## src/rtl/sys_dbg_pkg.sv

```systemverilog
// Purpose: shared types and sizes for the serial debug transmitter.
// Latency: n/a (definitions only).
// Backpressure: n/a. Build option SYS_DBG_PARITY_EN adds the parity bit to FRAME_BITS.
package sys_dbg_pkg;

    localparam int SEL_W     = 3;
    localparam int PAYLOAD_W = 30;          // {data_in, sel_in}
    localparam int IDX_W     = 5;           // bit index 0..29

`ifdef SYS_DBG_PARITY_EN
    localparam int FRAME_BITS = PAYLOAD_W + 3;  // start + payload + parity + stop
`else
    localparam int FRAME_BITS = PAYLOAD_W + 2;  // start + payload + stop
`endif

    localparam logic [IDX_W-1:0] LAST_IDX = IDX_W'(PAYLOAD_W - 1);

    typedef enum logic [2:0] {
        IDLE   = 3'd0,
        START  = 3'd1,
        SHIFT  = 3'd2,
        PARITY = 3'd3,
        STOP   = 3'd4
    } state_t;

endpackage

```

## src/rtl/sys_dbg_tx_if.sv

```systemverilog
// Purpose: request/status bundle between a debug-word source and sys_dbg_tx.
// Latency: n/a (wires only).
// Backpressure: source watches busy; start while busy is dropped, not queued.
interface sys_dbg_tx_if;
    import sys_dbg_pkg::*;

    logic                           start;
    logic [SEL_W-1:0]               sel_in;
    logic [PAYLOAD_W-SEL_W-1:0]     data_in;
    logic                           busy;
    logic                           done;
    logic                           tx;

    modport master (output start, sel_in, data_in, input busy, done, tx);
    modport slave  (input start, sel_in, data_in, output busy, done, tx);
endinterface

```

## src/rtl/sys_baud_tick.sv

```systemverilog
// Purpose: bit-time divider, counts 0..DIVISOR-1 and flags the last count.
// Latency: tick is combinational from the count register; clr takes effect next cycle.
// Backpressure: none, free-running unless cleared.
module sys_baud_tick #(
    parameter int DIVISOR = 16
) (
    input  logic clk,
    input  logic SYS_reset,
    input  logic clr,
    output logic tick
);

    localparam int CNT_W = (DIVISOR > 1) ? $clog2(DIVISOR) : 1;
    localparam logic [CNT_W-1:0] LAST = CNT_W'(DIVISOR - 1);

    logic [CNT_W-1:0] cnt_q, cnt_d;

    assign tick = (cnt_q == LAST);

    // Wrap at the last count; a clear realigns the phase to the caller.
    always_comb begin
        cnt_d = cnt_q + 1'b1;
        if (clr || tick) begin
            cnt_d = '0;
        end
    end

    // Count register.
    always_ff @(posedge clk or negedge SYS_reset) begin
        if (!SYS_reset) begin
            cnt_q <= '0;
        end else begin
            cnt_q <= cnt_d;
        end
    end

endmodule

```

## src/rtl/sys_dbg_tx.sv

```systemverilog
// Purpose: snapshot {data_in, sel_in} and send it LSB-first as a UART-style frame on tx.
// Latency: tx drops to the start bit the cycle after start is sampled; 32 (33 with SYS_DBG_PARITY_EN) bit times per frame.
// Backpressure: start is honoured only in IDLE with done low; otherwise it is dropped.
module sys_dbg_tx
    import sys_dbg_pkg::*;
#(
    parameter int DIVISOR = 16,
    parameter int DATA_W  = 27
) (
    input  logic         clk,
    input  logic         SYS_reset,
    sys_dbg_tx_if.slave  dbg
);

    state_t               state_q, state_d;
    logic [PAYLOAD_W-1:0] shift_q, shift_d;
    logic [IDX_W-1:0]     idx_q, idx_d;
    logic                 tx_q, tx_d;
    logic                 busy_q, busy_d;
    logic                 done_q, done_d;
    logic                 accept;
    logic                 tick;
`ifdef SYS_DBG_PARITY_EN
    logic                 par_q, par_d;
`endif

    // A start coinciding with the done pulse is dropped so every frame is
    // followed by at least one idle-high cycle.
    assign accept = (state_q == IDLE) && dbg.start && !done_q;

    sys_baud_tick #(.DIVISOR(DIVISOR)) u_baud (
        .clk       (clk),
        .SYS_reset (SYS_reset),
        .clr       (accept),
        .tick      (tick)
    );

    // Next-state, datapath and output decode; tx is derived from the next
    // state so the registered line shows each bit from its first cycle.
    always_comb begin
        state_d = state_q;
        shift_d = shift_q;
        idx_d   = idx_q;
        done_d  = 1'b0;
`ifdef SYS_DBG_PARITY_EN
        par_d   = par_q;
`endif
        case (state_q)
            IDLE: begin
                if (accept) begin
                    state_d = START;
                    shift_d = {dbg.data_in[DATA_W-1:0], dbg.sel_in};
                    idx_d   = '0;
`ifdef SYS_DBG_PARITY_EN
                    par_d   = 1'b0;
`endif
                end
            end
            START: begin
                if (tick) begin
                    state_d = SHIFT;
                end
            end
            SHIFT: begin
                if (tick) begin
                    shift_d = {1'b0, shift_q[PAYLOAD_W-1:1]};
`ifdef SYS_DBG_PARITY_EN
                    par_d   = par_q ^ shift_q[0];
`endif
                    if (idx_q == LAST_IDX) begin
                        idx_d = '0;
`ifdef SYS_DBG_PARITY_EN
                        state_d = PARITY;
`else
                        state_d = STOP;
`endif
                    end else begin
                        idx_d = idx_q + 1'b1;
                    end
                end
            end
`ifdef SYS_DBG_PARITY_EN
            PARITY: begin
                if (tick) begin
                    state_d = STOP;
                end
            end
`endif
            STOP: begin
                if (tick) begin
                    state_d = IDLE;
                    done_d  = 1'b1;
                end
            end
            default: begin
                state_d = IDLE;
            end
        endcase

        busy_d = (state_d != IDLE);

        case (state_d)
            START:   tx_d = 1'b0;
            SHIFT:   tx_d = shift_d[0];
`ifdef SYS_DBG_PARITY_EN
            PARITY:  tx_d = par_d;
`endif
            default: tx_d = 1'b1;
        endcase
    end

    // All state and outputs registered; reset forces the line idle at once.
    always_ff @(posedge clk or negedge SYS_reset) begin
        if (!SYS_reset) begin
            state_q <= IDLE;
            shift_q <= '0;
            idx_q   <= '0;
            tx_q    <= 1'b1;
            busy_q  <= 1'b0;
            done_q  <= 1'b0;
`ifdef SYS_DBG_PARITY_EN
            par_q   <= 1'b0;
`endif
        end else begin
            state_q <= state_d;
            shift_q <= shift_d;
            idx_q   <= idx_d;
            tx_q    <= tx_d;
            busy_q  <= busy_d;
            done_q  <= done_d;
`ifdef SYS_DBG_PARITY_EN
            par_q   <= par_d;
`endif
        end
    end

    assign dbg.tx   = tx_q;
    assign dbg.busy = busy_q;
    assign dbg.done = done_q;

endmodule

```

## src/flat_wrapper.sv

```systemverilog
// flat-port wrapper written by rule: the top's interface ports become plain ports
module sys_dbg_tx_flat import sys_dbg_pkg::*;
#(
    parameter int DIVISOR = 16,
    parameter int DATA_W  = 27
)
  (clk, SYS_reset, dbg_start, dbg_sel_in, dbg_data_in, dbg_busy, dbg_done, dbg_tx);
  sys_dbg_tx_if dbg_i ();
  input  logic clk;
  input  logic SYS_reset;
  input wire logic [$bits(dbg_i.start)-1:0] dbg_start;
  input wire logic [$bits(dbg_i.sel_in)-1:0] dbg_sel_in;
  input wire logic [$bits(dbg_i.data_in)-1:0] dbg_data_in;
  output wire logic [$bits(dbg_i.busy)-1:0] dbg_busy;
  output wire logic [$bits(dbg_i.done)-1:0] dbg_done;
  output wire logic [$bits(dbg_i.tx)-1:0] dbg_tx;
  assign dbg_i.start = dbg_start;
  assign dbg_i.sel_in = dbg_sel_in;
  assign dbg_i.data_in = dbg_data_in;
  assign dbg_busy = dbg_i.busy;
  assign dbg_done = dbg_i.done;
  assign dbg_tx = dbg_i.tx;
  sys_dbg_tx #(.DIVISOR(DIVISOR), .DATA_W(DATA_W)) u_core (.clk(clk), .SYS_reset(SYS_reset), .dbg(dbg_i));
endmodule
```

## config.mk

```make
export PLATFORM = sky130hd
export DESIGN_NAME = sys_dbg_tx_flat
export DESIGN_NICKNAME = d
export VERILOG_FILES = /design/src/rtl/sys_dbg_pkg.sv /design/src/rtl/sys_dbg_tx_if.sv /design/src/rtl/sys_baud_tick.sv /design/src/rtl/sys_dbg_tx.sv /design/src/flat_wrapper.sv
export SDC_FILE = /design/constraint.sdc
export NUM_CORES = 1
export LEC_CHECK = 0
export ABC_CLOCK_PERIOD_IN_PS = 1600
export CAP_MARGIN = 20
export CORE_ASPECT_RATIO = 0.7
export CORE_MARGIN = 4
export CORE_UTILIZATION = 40
export CTS_BUF_LIST = sky130_fd_sc_hd__clkbuf_8
export CTS_CLUSTER_DIAMETER = 150
export DETAILED_ROUTE_END_ITERATION = 12
export GPL_ROUTABILITY_DRIVEN = 1
export PLACE_DENSITY = 0.71
export REMOVE_ABC_BUFFERS = 1
export SLEW_MARGIN = 20
export SYNTH_ARGS = -nofsm -noshare
export SYNTH_HDL_FRONTEND = slang
export SYNTH_HIERARCHICAL = 1
export SYNTH_SLANG_ARGS = --single-unit
```

## constraint.sdc

```tcl
create_clock -name clk -period 1.6 [get_ports clk]
set_input_delay 0.16 -clock clk [delete_from_list [all_inputs] [get_ports clk]]
set_output_delay 0.16 -clock clk [all_outputs]
set_load 0.03 [all_outputs]
```

---- After elaboration in Yosys (flattened, before gate mapping) ----
Index checks and enable logic that the tools add are counted.
word-level totals
  bits in registers ....................... 45
  input port bits ......................... 33
  output and inout port bits .............. 3
  word-level logic and storage cells ...... 44
cells by class
  add/sub/neg operators ................... 2
  eq/ne operators ......................... 9
  mux-type cells .......................... 17
  reductions and logical operators ........ 8
operator list
  kind                   number
  $mux W30               2
  $pmux W30 S2           1
  $mux W3                5
  $mux W5                3
  $pmux W3 S4            1
  $pmux W5 S2            1
  $eq A3 B1 Y1 const B   2
  $eq A3 B2 Y1 const B   2
  $add A5 B1 Y5 const B  1
  $eq A5 B5 Y1 const B   1
  $add A4 B1 Y4 const B  1
  $eq A4 B4 Y1 const B   1
  $mux W4                1
  $ne A2 B2 Y1 const B   2
  $eq A3 B3 Y1 const B   1
  $logic_not A3 Y1       1
  $reduce_and A3 Y1      1
  $reduce_bool A3 Y1     1
  $logic_and A1 B1 Y1    2
  $mux W1                2
  $pmux W1 S2            1
  $reduce_bool A2 Y1     1
  $logic_not A1 Y1       1
  $logic_or A1 B1 Y1     1

---- Depth between registers and ports, before layout ----
Gate-level depths: netlist of the first run.
  depth after elaboration ................. 7
  gate-level depth with buffers ........... 8

---- By module ----
Netlist of the first run, hierarchy kept.
modules (own cells, without submodules)
  module         times used  cells an instance  area an instance (µm²)
  sys_dbg_tx     1           182                1830.5
  sys_baud_tick  1           13                 171.4

---- Worst setup path after synthesis of the first run ----
OpenSTA, ideal clock, no wires.
  kind .................................... register -> register
  start ................................... register u_core.u_baud.cnt_q[0]
  end ..................................... register u_core.idx_q[1]
  arrival time ............................ 1.674 ns
  required time ........................... 1.490 ns
  slack ................................... -0.184 ns
  stages on the path, launching flop included .. 9
  buffers on the path ..................... 2
  clock period less this slack ............ 1.784 ns
  cell sequence ........................... dfrtp_1 ha_1 and3_4 and4bb_1 buf_2 a31oi_4 buf_6 nand2_1 o41ai_1
on the way
  word-level cells in the longest chain between the ends .. 3
RTL lines
  item                         line                 text
  from (decl)                  sys_baud_tick.sv:16  logic [CNT_W-1:0] cnt_q, cnt_d;
  from (signal assigned)       sys_baud_tick.sv:33  cnt_q <= cnt_d;
  $eq A4 B4 Y1                 sys_baud_tick.sv:18  assign tick = (cnt_q == LAST);
  via u_core.tick              sys_dbg_tx.sv:22     logic tick;
  $ne A2 B2 Y1 (no line)       -
  $reduce_and A3 Y1 (no line)  -
  to (signal assigned)         sys_dbg_tx.sv:127    idx_q <= idx_d;
  to (decl)                    sys_dbg_tx.sv:17     logic [IDX_W-1:0] idx_q, idx_d;
The timed path passes the listed nets, and every way through them passes these cells.
A chain may end at the register's enable or synchronous reset.

---- Final worst setup path of the first run ----
  start ................................... register u_core.u_baud.cnt_q[0]
  end ..................................... register u_core.shift_q[0]
on the way
  word-level cells in the longest chain between the ends .. 3
RTL lines
  item                   line                 text
  $eq A4 B4 Y1           sys_baud_tick.sv:18
  via u_core.tick        sys_dbg_tx.sv:22
  $mux W30               sys_dbg_tx.sv:65     if (tick) begin
  $pmux W30 S2           sys_dbg_tx.sv:48     case (state_q)
  via u_core.shift_d[0]  sys_dbg_tx.sv:16     logic [PAYLOAD_W-1:0] shift_q, shift_d;
  to (signal assigned)   sys_dbg_tx.sv:126    shift_q <= shift_d;
  to (decl)              sys_dbg_tx.sv:16
The timed path passes the listed nets, and every way through them passes these cells. The select of a mux whose other input is x is not followed.

==> flow_summary.json, run 1 <==
{
  "ys_seq_area_share_pct": 56.3,
  "routed_wl_um": 4520,
  "dp.cells": 308,
  "die_x_um": 92.6,
  "critical_path_class": "register to register",
  "p_per_area_nw_per_um2": 1370,
  "cts_root_buf": "clkbuf_8",
  "cts_sinks": 45,
  "skew_ns": 0.00853,
  "antenna_cells": 0,
  "p_leak_nw": 1.27,
  "rows": 21,
  "drive_above_1_share_pct": 17.6,
  "antenna_found_initial": 0,
  "grt_pass1_vias": 1577,
  "synth.ff_latch_count": 45,
  "yosysWarnings": 6,
  "hold_class": "input port to asynchronous set/reset pin",
  "finalSetupViolCount": 30,
  "start_kind": "register",
  "place_ws_ns": -0.0823,
  "grt-ovfl-total": 0,
  "grt_start_max_net_pins": 26,
  "end_kind": "register",
  "core-area_um2": 4810,
  "worstMarginPinSlew_ns": 0.475,
  "cts.htree.levels": 2,
  "syn_inst": 195,
  "fp.dieH_um": 67.2,
  "final_area_um2": 2740,
  "wire_per_inst_um": 14.2,
  "async_flop_share_pct": 100,
  "ctsLongestPathBuffers": 2,
  "syn_avg_cell_area_um2": 10.3,
  "endpoint": "u_core/shift_q[0]",
  "synth_edf_count": 0,
  "status": "complete, but fails checks",
  "placed_area_um2": 2560,
  "ys_types": 36,
  "clk_pin_slew_ns": 0.09,
  "yosysMostFrequentCell": "nand2_1",
  "vias_per_cell": 5.12,
  "boundaryPins": 36,
  "rsz0062_at_grt": "yes",
  "timing.final.crit_share_pct": 104,
  "max_cap_viol_count": 0,
  "portBuffers": 35,
  "remaining_drc_errors": 0,
  "r2r_slack_ns": -0.06,
  "start_util_pct": 41.6,
  "netlist.area_leader.share_pct": 55.0,
  "dieArea_um2": 6220,
  "synth_area_leaders": "dfrtp_1, nand2_1, a22oi_1",
  "clk_latency_ns": 0.30,
  "stdcell_count": 319,
  "gp_congestion": 0.827,
  "hold_viol_final": 0,
  "fin_crit_ns": 1.66,
  "synth.largest_area_cell": "dfrtp_1",
  "relSlewSlack_pct": 68.4,
  "fin_ws_ns": -0.0589,
  "syn_area_um2": 2000,
  "report.final.slew_viol_count": 0,
  "cts_buffers": 5,
  "r2r_end": "u_core/shift_q[0]",
  "violations": "negative setup slack",
  "arrival_ns": 1.85,
  "syn2layout_area_growth_pct": 37.0,
  "clock.fmax_mhz": 603,
  "r2r_start": "u_core/u_baud/cnt_q[0]",
  "r2r.worst_path.cells": 7,
  "critPathLaunch": "u_core/u_baud/cnt_q[0]",
  "grt_usage_pct": 16.2,
  "ir_drop_mv": 0.799,
  "synth_flop_cell": "dfrtp_1",
  "drt_iter0_markers": 100,
  "grt_pass1_wl_um": 7790,
  "cp.required_ns": 1.79,
  "cts_tree": "done",
  "hpwl_um": 3040,
  "num_vias": 1632,
  "firstDrtPassIters": 4,
  "synthTopCellsByCount": "nand2_1, dfrtp_1, a22oi_1",
  "ant_nets": 0,
  "cp_max_fo": 6,
  "final_nets": 285
}
kinds of logic (layout without fill, tap and decap cells):
group | after synthesis | after routing | synth area share (%)
compound gates | 49 | 49 | 18.7
xor+xnor | 1 | 1 | 0.438
fa+ha+maj | 3 | 3 | 1.88
buf+inv | 15 | 70 | 4.50
flops | 45 | 45 | 56.3
simple gates | 82 | 82 | 18.1
metrics by stage:
step	util (%)	hold WS, ns	power, mW	setup TNS [ns]
after global routing	57.0	0.399	4.06	-3.27
after floorplan	-	-0.136	2.48	-23.17
final	57.0	0.340	3.76	-0.752
after detailed placement	53.3	0.151	3.04	-2.19
after global placement	53.3	0.147	3.00	-0.132
after CTS	57.1	0.364	3.78	-2.15
metal layers:
metal / wire [um] / track usage, % / up-vias
li1: - / - / 795
met1: 2180 / 23.4 / 786
met2: 1970 / 22.2 / 44
met3: 314 / 6.12 / 7
met4: 60 / 5.56 / 0
met5: 0 / 0 / -
registers in the layout (all words and copies together), names as in the netlist:
signal and count:
u_core/state_q 3, u_core/dbg.done 1, u_core/dbg.busy 1, u_core/shift_q 30, u_core/u_baud/cnt_q 4, u_core/dbg.tx 1
u_core/idx_q 5
power by group:
group	internal [mW]	switching, mW	leakage, nW
logic	0.628	0.598	0.659
registers	1.60	0.270	0.564
clock network	0.292	0.376	0.0519
total	2.52	1.24	1.27
cells in the final DEF (no fill, tap or decap), drive strengths merged, types with 2 or more instances in the layout:
cell,instances
a31oi,2
ha,3
nand4,2
clkdlybuf4s50,33
nor3,2
a21oi,4
o21ai,6
dfrtp,44
inv,6
nand2,61
clkbuf,5
and3,3
a22oi,28
nand2b,2
nor2,6
a31o,2
a311oi,3
buf,24
timing repair:
item | 4_1_cts | 5_1_grt
pin swaps | 4 | 1
buffers inserted | 2 | 0
setup endpoints to repair | 37 | 37
endpoints found under the hold margin | 19 | 0
gates resized for setup | 18 | 4
hold buffers | 1 | 0
cloned | 1 | 0
worst min-delay path by stage:
stage / startpoint / to / slack, ns
detailed placement: SYS_reset / u_core/dbg.busy / 0.15
CTS: SYS_reset / u_core/dbg.busy / 0.36
floorplan: SYS_reset / u_core/dbg.busy / -0.14
finish: SYS_reset / u_core/dbg.busy / 0.34
global route: SYS_reset / u_core/dbg.busy / 0.40
global placement: SYS_reset / u_core/dbg.busy / 0.15
area by class of cell:
cell class | instances | area (um2)
clock inverter | 3 | 11.3
fill | 415 | 2070
inverter | 3 | 11.3
tap | 69 | 86.3
sequential | 45 | 1130
clock buffer | 5 | 68.8
multi-input combinational | 135 | 850
timing repair buffer | 59 | 588
critical path, stage by stage (launching register included):
cell      delay (ns)
dfrtp_1         0.36
ha_2            0.18
and3_4          0.18
and4bb_4        0.28
a31oi_4         0.06
buf_12          0.17
a221oi_4        0.25
inv_1           0.06
No activity file was read; power rests on OpenSTA's default activity.
==> inputs of run 2 (changes only) <==
--- a/config.mk
+++ b/config.mk
@@ -16,7 +16,6 @@
 export GPL_ROUTABILITY_DRIVEN = 1
 export PLACE_DENSITY = 0.71
 export REMOVE_ABC_BUFFERS = 1
-export SLEW_MARGIN = 20
 export SYNTH_ARGS = -nofsm -noshare
 export SYNTH_HDL_FRONTEND = slang
 export SYNTH_HIERARCHICAL = 1
==> results of run 2 <==
No change in the layout: final DEF, timing and power equal those of run 1.
==> inputs of run 3 (changes only) <==
--- a/config.mk
+++ b/config.mk
@@ -5,17 +5,19 @@
 export SDC_FILE = /design/constraint.sdc
 export NUM_CORES = 1
 export LEC_CHECK = 0
+export ABC_AREA = 1
 export ABC_CLOCK_PERIOD_IN_PS = 1600
 export CAP_MARGIN = 20
+export CELL_PAD_IN_SITES_DETAIL_PLACEMENT = 1
+export CELL_PAD_IN_SITES_GLOBAL_PLACEMENT = 2
 export CORE_ASPECT_RATIO = 0.7
 export CORE_MARGIN = 4
-export CORE_UTILIZATION = 40
+export CORE_UTILIZATION = 29
 export CTS_BUF_LIST = sky130_fd_sc_hd__clkbuf_8
 export CTS_CLUSTER_DIAMETER = 150
 export DETAILED_ROUTE_END_ITERATION = 12
 export GPL_ROUTABILITY_DRIVEN = 1
-export PLACE_DENSITY = 0.71
-export REMOVE_ABC_BUFFERS = 1
+export PLACE_DENSITY = 0.81
 export SYNTH_ARGS = -nofsm -noshare
 export SYNTH_HDL_FRONTEND = slang
 export SYNTH_HIERARCHICAL = 1
==> run 3 against run 2 <==
Against the previous run: the flow now finishes without violations; total power down 43%; count of clock-buffer cells in the layout is 1 higher; maximum frequency grew 12%; non-clock buffer count down 11; first-iteration DRC count decreased by 18%; cell area grew 3.1%; die area grew 42%; sequential share of layout area decreased by 1.2 points.
==> flow_summary.json, run 3 <==
{
  "grt_pass1_vias": 1836,
  "yosysWarnings": 6,
  "cpMaxStageDelayCell": "clkdlybuf4s50_1",
  "synthTopCellsByCount": "nand2_1, nand3_1, dfrtp_1",
  "placed_area_um2": 2690,
  "status": "finished, final reports clean",
  "largest_reg_flops": 30,
  "core-area_um2": 6940,
  "hold_viol_final": 0,
  "cts_sinks": 45,
  "synth.ff_latch_count": 45,
  "cts_tree": "done",
  "cts_setup_buffers": 0,
  "hpwl_um": 3820,
  "final_common_cell": "nand2_1",
  "clk_latency_ns": 0.30,
  "grt_pass1_wl_um": 9150,
  "vias_per_cell": 4.55,
  "wire_per_inst_um": 13.8,
  "drt_iter0_markers": 82,
  "rsz0062_at_grt": "no",
  "synth_edf_count": 0,
  "nFillCells": 840,
  "top_regs": "u_core/shift_q x30, u_core/idx_q x5, u_core/u_baud/cnt_q x4",
  "grt_start_max_net_pins": 46,
  "syn_inst": 248,
  "synth_flop_cell": "dfrtp_1",
  "clock.fmax_mhz": 673,
  "top_register": "u_core/shift_q",
  "ys_seq_area_share_pct": 52.7,
  "critical-path-max-stage-delay_ns": 0.67,
  "num_vias": 1761,
  "place_ws_ns": -0.0109,
  "relSlewSlack_pct": 79.1,
  "cp.required_ns": 1.44,
  "p_per_area_nw_per_um2": 764,
  "drive_above_1_share_pct": 11.6,
  "hold_ws_ns": 0.369,
  "cts_buffers": 5,
  "grt-ovfl-total": 0,
  "syn_avg_cell_area_um2": 8.62,
  "async_flop_share_pct": 100,
  "cp_top_family": "buffers and inverters",
  "timing.final.crit_share_pct": 92.9,
  "dp.cells": 378,
  "skew_ns": 0.00226,
  "netlist.area_leader.share_pct": 51.5,
  "stdcell_count": 387,
  "synth.largest_area_cell": "dfrtp_1",
  "fin_ws_ns": 0.114,
  "antenna_found_initial": 0,
  "firstDrtPassIters": 4,
  "cp_max_fo": 2,
  "cp_num_buf_inv": 1,
  "ir_drop_mv": 0.335,
  "start_util_pct": 30.8,
  "critical_path_class": "register to output pin",
  "final_nets": 328,
  "syn-num-nets": 284,
  "cts.htree.levels": 2,
  "die_x_um": 111,
  "dieArea_um2": 8830,
  "fin_crit_ns": 1.49,
  "end_kind": "output pin",
  "syn2layout_area_growth_pct": 32.2,
  "yosysMostFrequentCell": "nand2_1",
  "syn_area_um2": 2140,
  "remaining_drc_errors": 0,
  "final_util_pct": 40.7,
  "boundaryPins": 36,
  "fp.dieH_um": 79.8,
  "grt_usage_pct": 13.0,
  "routed_wl_um": 5350,
  "final_area_um2": 2830,
  "hold_class": "input port to asynchronous set/reset pin",
  "p_leak_nw": 1.19,
  "path_cells": "clkdlybuf4s50_1",
  "gp_congestion": 0.786,
  "layout_common_cells": "nand2_1, nand3_1, dfrtp_1, clkdlybuf4s50_1, inv_1",
  "antenna_cells": 0,
  "portBuffers": 35,
  "ys_types": 27,
  "p_total_mw": 2.16,
  "cts_root_buf": "clkbuf_8",
  "ant_nets": 0,
  "ctsLongestPathBuffers": 2,
  "clk_pin_slew_ns": 0.09,
  "finalSetupViolCount": 0,
  "synth_area_leaders": "dfrtp_1, nand3_1, nand2_1",
  "rows": 25,
  "arrival_ns": 1.33,
  "report.final.slew_viol_count": 0,
  "max_cap_viol_count": 0,
  "worstMarginPinSlew_ns": 0.313,
  "start_kind": "register",
  "fin_setup_tns_ns": 0
}
## run 3: cells by family after synthesis
| family | Yosys count | synth area share (%) |
|---|---|---|
| fa+ha+maj | 3 | 1.76 |
| flops | 45 | 52.7 |
| simple gates | 158 | 34.4 |
| mux | 1 | 0.468 |
| compound gates | 11 | 3.75 |
| xor+xnor | 1 | 0.410 |
| buf+inv | 29 | 6.49 |
## run 3: timing repair
action / CTS / global route
hold endpoints to repair: 44 / 0
gates resized for setup: 2 / 3
hold buffers: 1 / 0
endpoints found under the setup margin: 3 / 36
## run 3: cell type report
cell class,count,area (um2),share of cell area (%)
timing repair buffer,48,507,17.9
clock buffer,6,82.6,2.92
inverter,18,70.1,2.48
sequential,45,1130,39.9
tap,94,118,4.16
multi-input combinational,174,885,31.3
clock inverter,2,37.5,1.33
## run 3: layer usage
metal | up-vias | share of wire (%) | track usage, %
li1 | 902 | - | -
met4 | 0 | 0.65 | 3.69
met2 | 31 | 44 | 19.4
met3 | 2 | 4.2 | 3.56
met5 | - | 0 | 0
met1 | 826 | 52 | 18.3
## run 3: worst paths after layout
check,startpoint,end,slack (ns),cells past startpoint
min in group clk,dbg_data_in[6],u_core/shift_q[9],0.41,3
hold reg to reg,u_core/shift_q[29],u_core/shift_q[28],0.50,2
setup / recovery,u_core/dbg.done,dbg_done,0.11,1
max in group asynchronous,SYS_reset,u_core/dbg.tx,0.97,3
hold / removal,SYS_reset,u_core/u_baud/cnt_q[0],0.37,3
setup reg to reg,u_core/u_baud/cnt_q[0],u_core/dbg.busy,0.13,7
## run 3: report_power, final
group / switching [mW] / internal, mW
sequential: 0 / 1.14
clock: 0.406 / 0.508
combinational: 0.0358 / 0.0735
total: 0.441 / 1.72
==> variant (flow settings as in run 1) <==
Re-encode `state_t` (5 states) as one-hot, 5 bits wide.
--- a/src/rtl/sys_dbg_pkg.sv
+++ b/src/rtl/sys_dbg_pkg.sv
@@ -15,12 +15,12 @@
 
     localparam logic [IDX_W-1:0] LAST_IDX = IDX_W'(PAYLOAD_W - 1);
 
-    typedef enum logic [2:0] {
-        IDLE   = 3'd0,
-        START  = 3'd1,
-        SHIFT  = 3'd2,
-        PARITY = 3'd3,
-        STOP   = 3'd4
+    typedef enum logic [4:0] {
+        IDLE   = 5'b00001,
+        START  = 5'b00010,
+        SHIFT  = 5'b00100,
+        PARITY = 5'b01000,
+        STOP   = 5'b10000
     } state_t;
 
 endpackage
Function: no difference found for any inputs over 10 cycles, from zero or initial values and one cycle with SYS_reset low; not proved beyond that.
==> variant against run 1 <==
The flow still finishes with violations (negative setup slack). Setup slack lost 110 ps. Total power shrank 13%. Non-clock buffer count grew 8. Clock skew grew 2.3 ps. Clock power grew 16%. Wire length grew 12%. Area after synthesis grew 4.0%. Via count grew 5.2%. Final area grew 8.9%. Cell count shrank 1.3%. Worst hold slack gained 20 ps. Sequential cell count grew 2. Highest routed layer unchanged.
==> variant: results (changes against run 1) <==
Clocking
  • CTS root buffer: clkbuf_8
  • CTS clk-pin slew, worst paths: 90 ps (about the same)
  • CTS buffer count: 5 (unchanged)
  • Max clock buf depth: 2 (unchanged)
  • # H-tree levels: 2 (unchanged)
  • Clk Latency, worst-skew pair: 310 ps

Yosys
  • Synth async-reset ratio: 1.000 (unchanged)
  • Synth area leaders: dfrtp_1, a222oi_1, inv_1, dfstp_2, ha_1
  • Sequential area share after synthesis: 0.5661 (+0.002981)
  • Cells after Synth: 183 (-6.2%)
  • Unique cell type count in the Yosys netlist: 45 (+25%)
  • Most instantiated cells after synthesis: dfrtp_1, inv_1, a222oi_1, clkbuf_1, nand2_1
  • Yosys warning total: 6 (unchanged)
  • Primary FF master, synth: dfrtp_1

STA
  • Fin worst setup slack: -173.2 ps (-114.2 ps)
  • Final setup TNS: -4159 ps (-3406 ps)
  • Clock skew: 10.80 ps (+2.265 ps)
  • Setup Viol. Count Final: 38 (+27%)

Placed design
  • DP Area: 2723 um^2 (+6.2%)
  • Gpl congestion: 0.8348 (+0.99%)
  • PortBufs: 35 (unchanged)
  • Placed cells: 302 (-1.9%)
  • Post-DP HPWL: 3.168 mm (+4.1%)

Detailed routing
  • Drt first pass iters: 9 (+5)
  • Drt initial violations: 223 (+120%)
  • Vias per cell: 5.451 (+6.5%)
  • WL per Instance: 16.05 um (+13%)
  • DRT Wirelength: 5.057 mm (+12%)

Status
  • Outcome: finished, violations left
  • Failing checks: negative setup slack

Cells and area
  • End-of-flow core utilization: 0.6081 (+0.03771)
  • Number of diodes: 0 (unchanged)
  • Fraction of layout cells with a size suffix above 1: 0.2561 (+0.08010)
  • Final nets: 281 (-1.4%)
  • Largest regs: u_core/shift_q: 30 flops, u_core/idx_q: 5 flops, u_core/state_q: 5 flops
  • Fillers: 415 (unchanged)

Pwr
  • Sw Ratio: 0.2915 (-0.03917)
  • Peak supply drop: 520.1 uV (-35%)
  • P_leak: 1.418 nW (+11%)

Global routing
  • Initial antenna violation count: 0 (unchanged)
  • Largest net degree at the start of global routing: 48 (+85%)
  • Tot GR Track Use: 0.1676 (+0.005500)
  • First-pass GRT wire length: 8.390 mm (+7.7%)
  • Vias in the first global route: 1690 (+7.2%)

Hold path
  • Min-Delay Path Class: in2async

Worst setup path
  • CP Launch Point: u_core/u_baud/cnt_q[0]
  • WP data arrival: 2010 ps (+160 ps)
  • Worst Path Max Fanout: 18 (+12)

Run
  • Max cap viols: 0 (unchanged)
variant: cell count changes in the layout (fill, tap and decap cells not counted), moves of 3 or more:
cell      before  now
nand2_1       60    6
a22oi_1       25    0
inv_1          6   29
buf_4         16   23
nor2_1         6    3
a222oi_1       0   28
variant: per-layer routing:
metal	track usage	vias up	routed length (um)
li1	-	817	-
met1	0.2533	826	2438
met2	0.2420	71	2173
met3	0.04286	3	412
met4	0.03423	0	33
met5	0	-	0
variant: per-stage QoR:
stage                     hold WS (ps)  worst slack, ps
after floorplan                 -135.6            -1089
after global placement           160.9           -241.8
after detailed placement         163.5           -301.0
after CTS                        368.5           -153.0
after global routing             365.3           -283.5
final                            360.0           -173.2
variant: final cells by class:
class | count | area share
tap | 69 | 0.02889
sequential | 47 | 0.3945
clock buffer | 6 | 0.02764
multi-input combinational | 95 | 0.2835
clock inverter | 2 | 0.005444
timing repair buffer | 67 | 0.2236
inverter | 29 | 0.03643
variant: power by group through the flow:
| stage | Sequential, mW | Combinational (mW) | Clock [mW] |
|---|---|---|---|
| 2_1_floorplan | 1.65 | 0.426 | 0 |
| 3_3_place_gp | 1.66 | 0.757 | 0 |
| 3_5_place_dp | 1.67 | 0.788 | 0 |
| 4_1_cts | 1.66 | 0.831 | 0.793 |
| 5_1_grt | 1.70 | 0.948 | 0.840 |
| 6_report | 1.66 | 0.844 | 0.771 |
variant: final timing paths:
path	to	slack, ps	depth (start not counted)
setup / recovery	u_core/dbg.tx	-170	7
hold / removal	u_core/dbg.busy	360	3
setup reg to reg	u_core/dbg.tx	-170	7
hold reg to reg	u_core/shift_q[0]	490	2
max in group asynchronous	u_core/dbg.tx	980	3
min in group clk	u_core/shift_q[0]	410	3
variant: worst max-delay path, cell delays in order (launching register included):
cell	delay (ps)
dfrtp_1	390
ha_2	200
and3_4	200
and3b_2	210
o21ai_4	280
buf_12	200
a22oi_2	70
a21oi_2	160
variant: cell families after synthesis:
logic type,Yosys count,synth area share
and+or+nand+nor,41,0.1262
DFF,47,0.5661
AOI/OAI and AO/OA,48,0.2043
buffers and inverters,41,0.07512
adders and majority gates,3,0.01803
other,1,0.001801
xor gates and xnor gates,2,0.008415
variant: repair_timing:
action,CTS,global route
hold endpoints to repair,45,0
hold buffers,1,0
pin swaps,7,10
gates cloned,1,1
resized for setup,14,12
setup endpoints to repair,38,42
buffers inserted,1,1
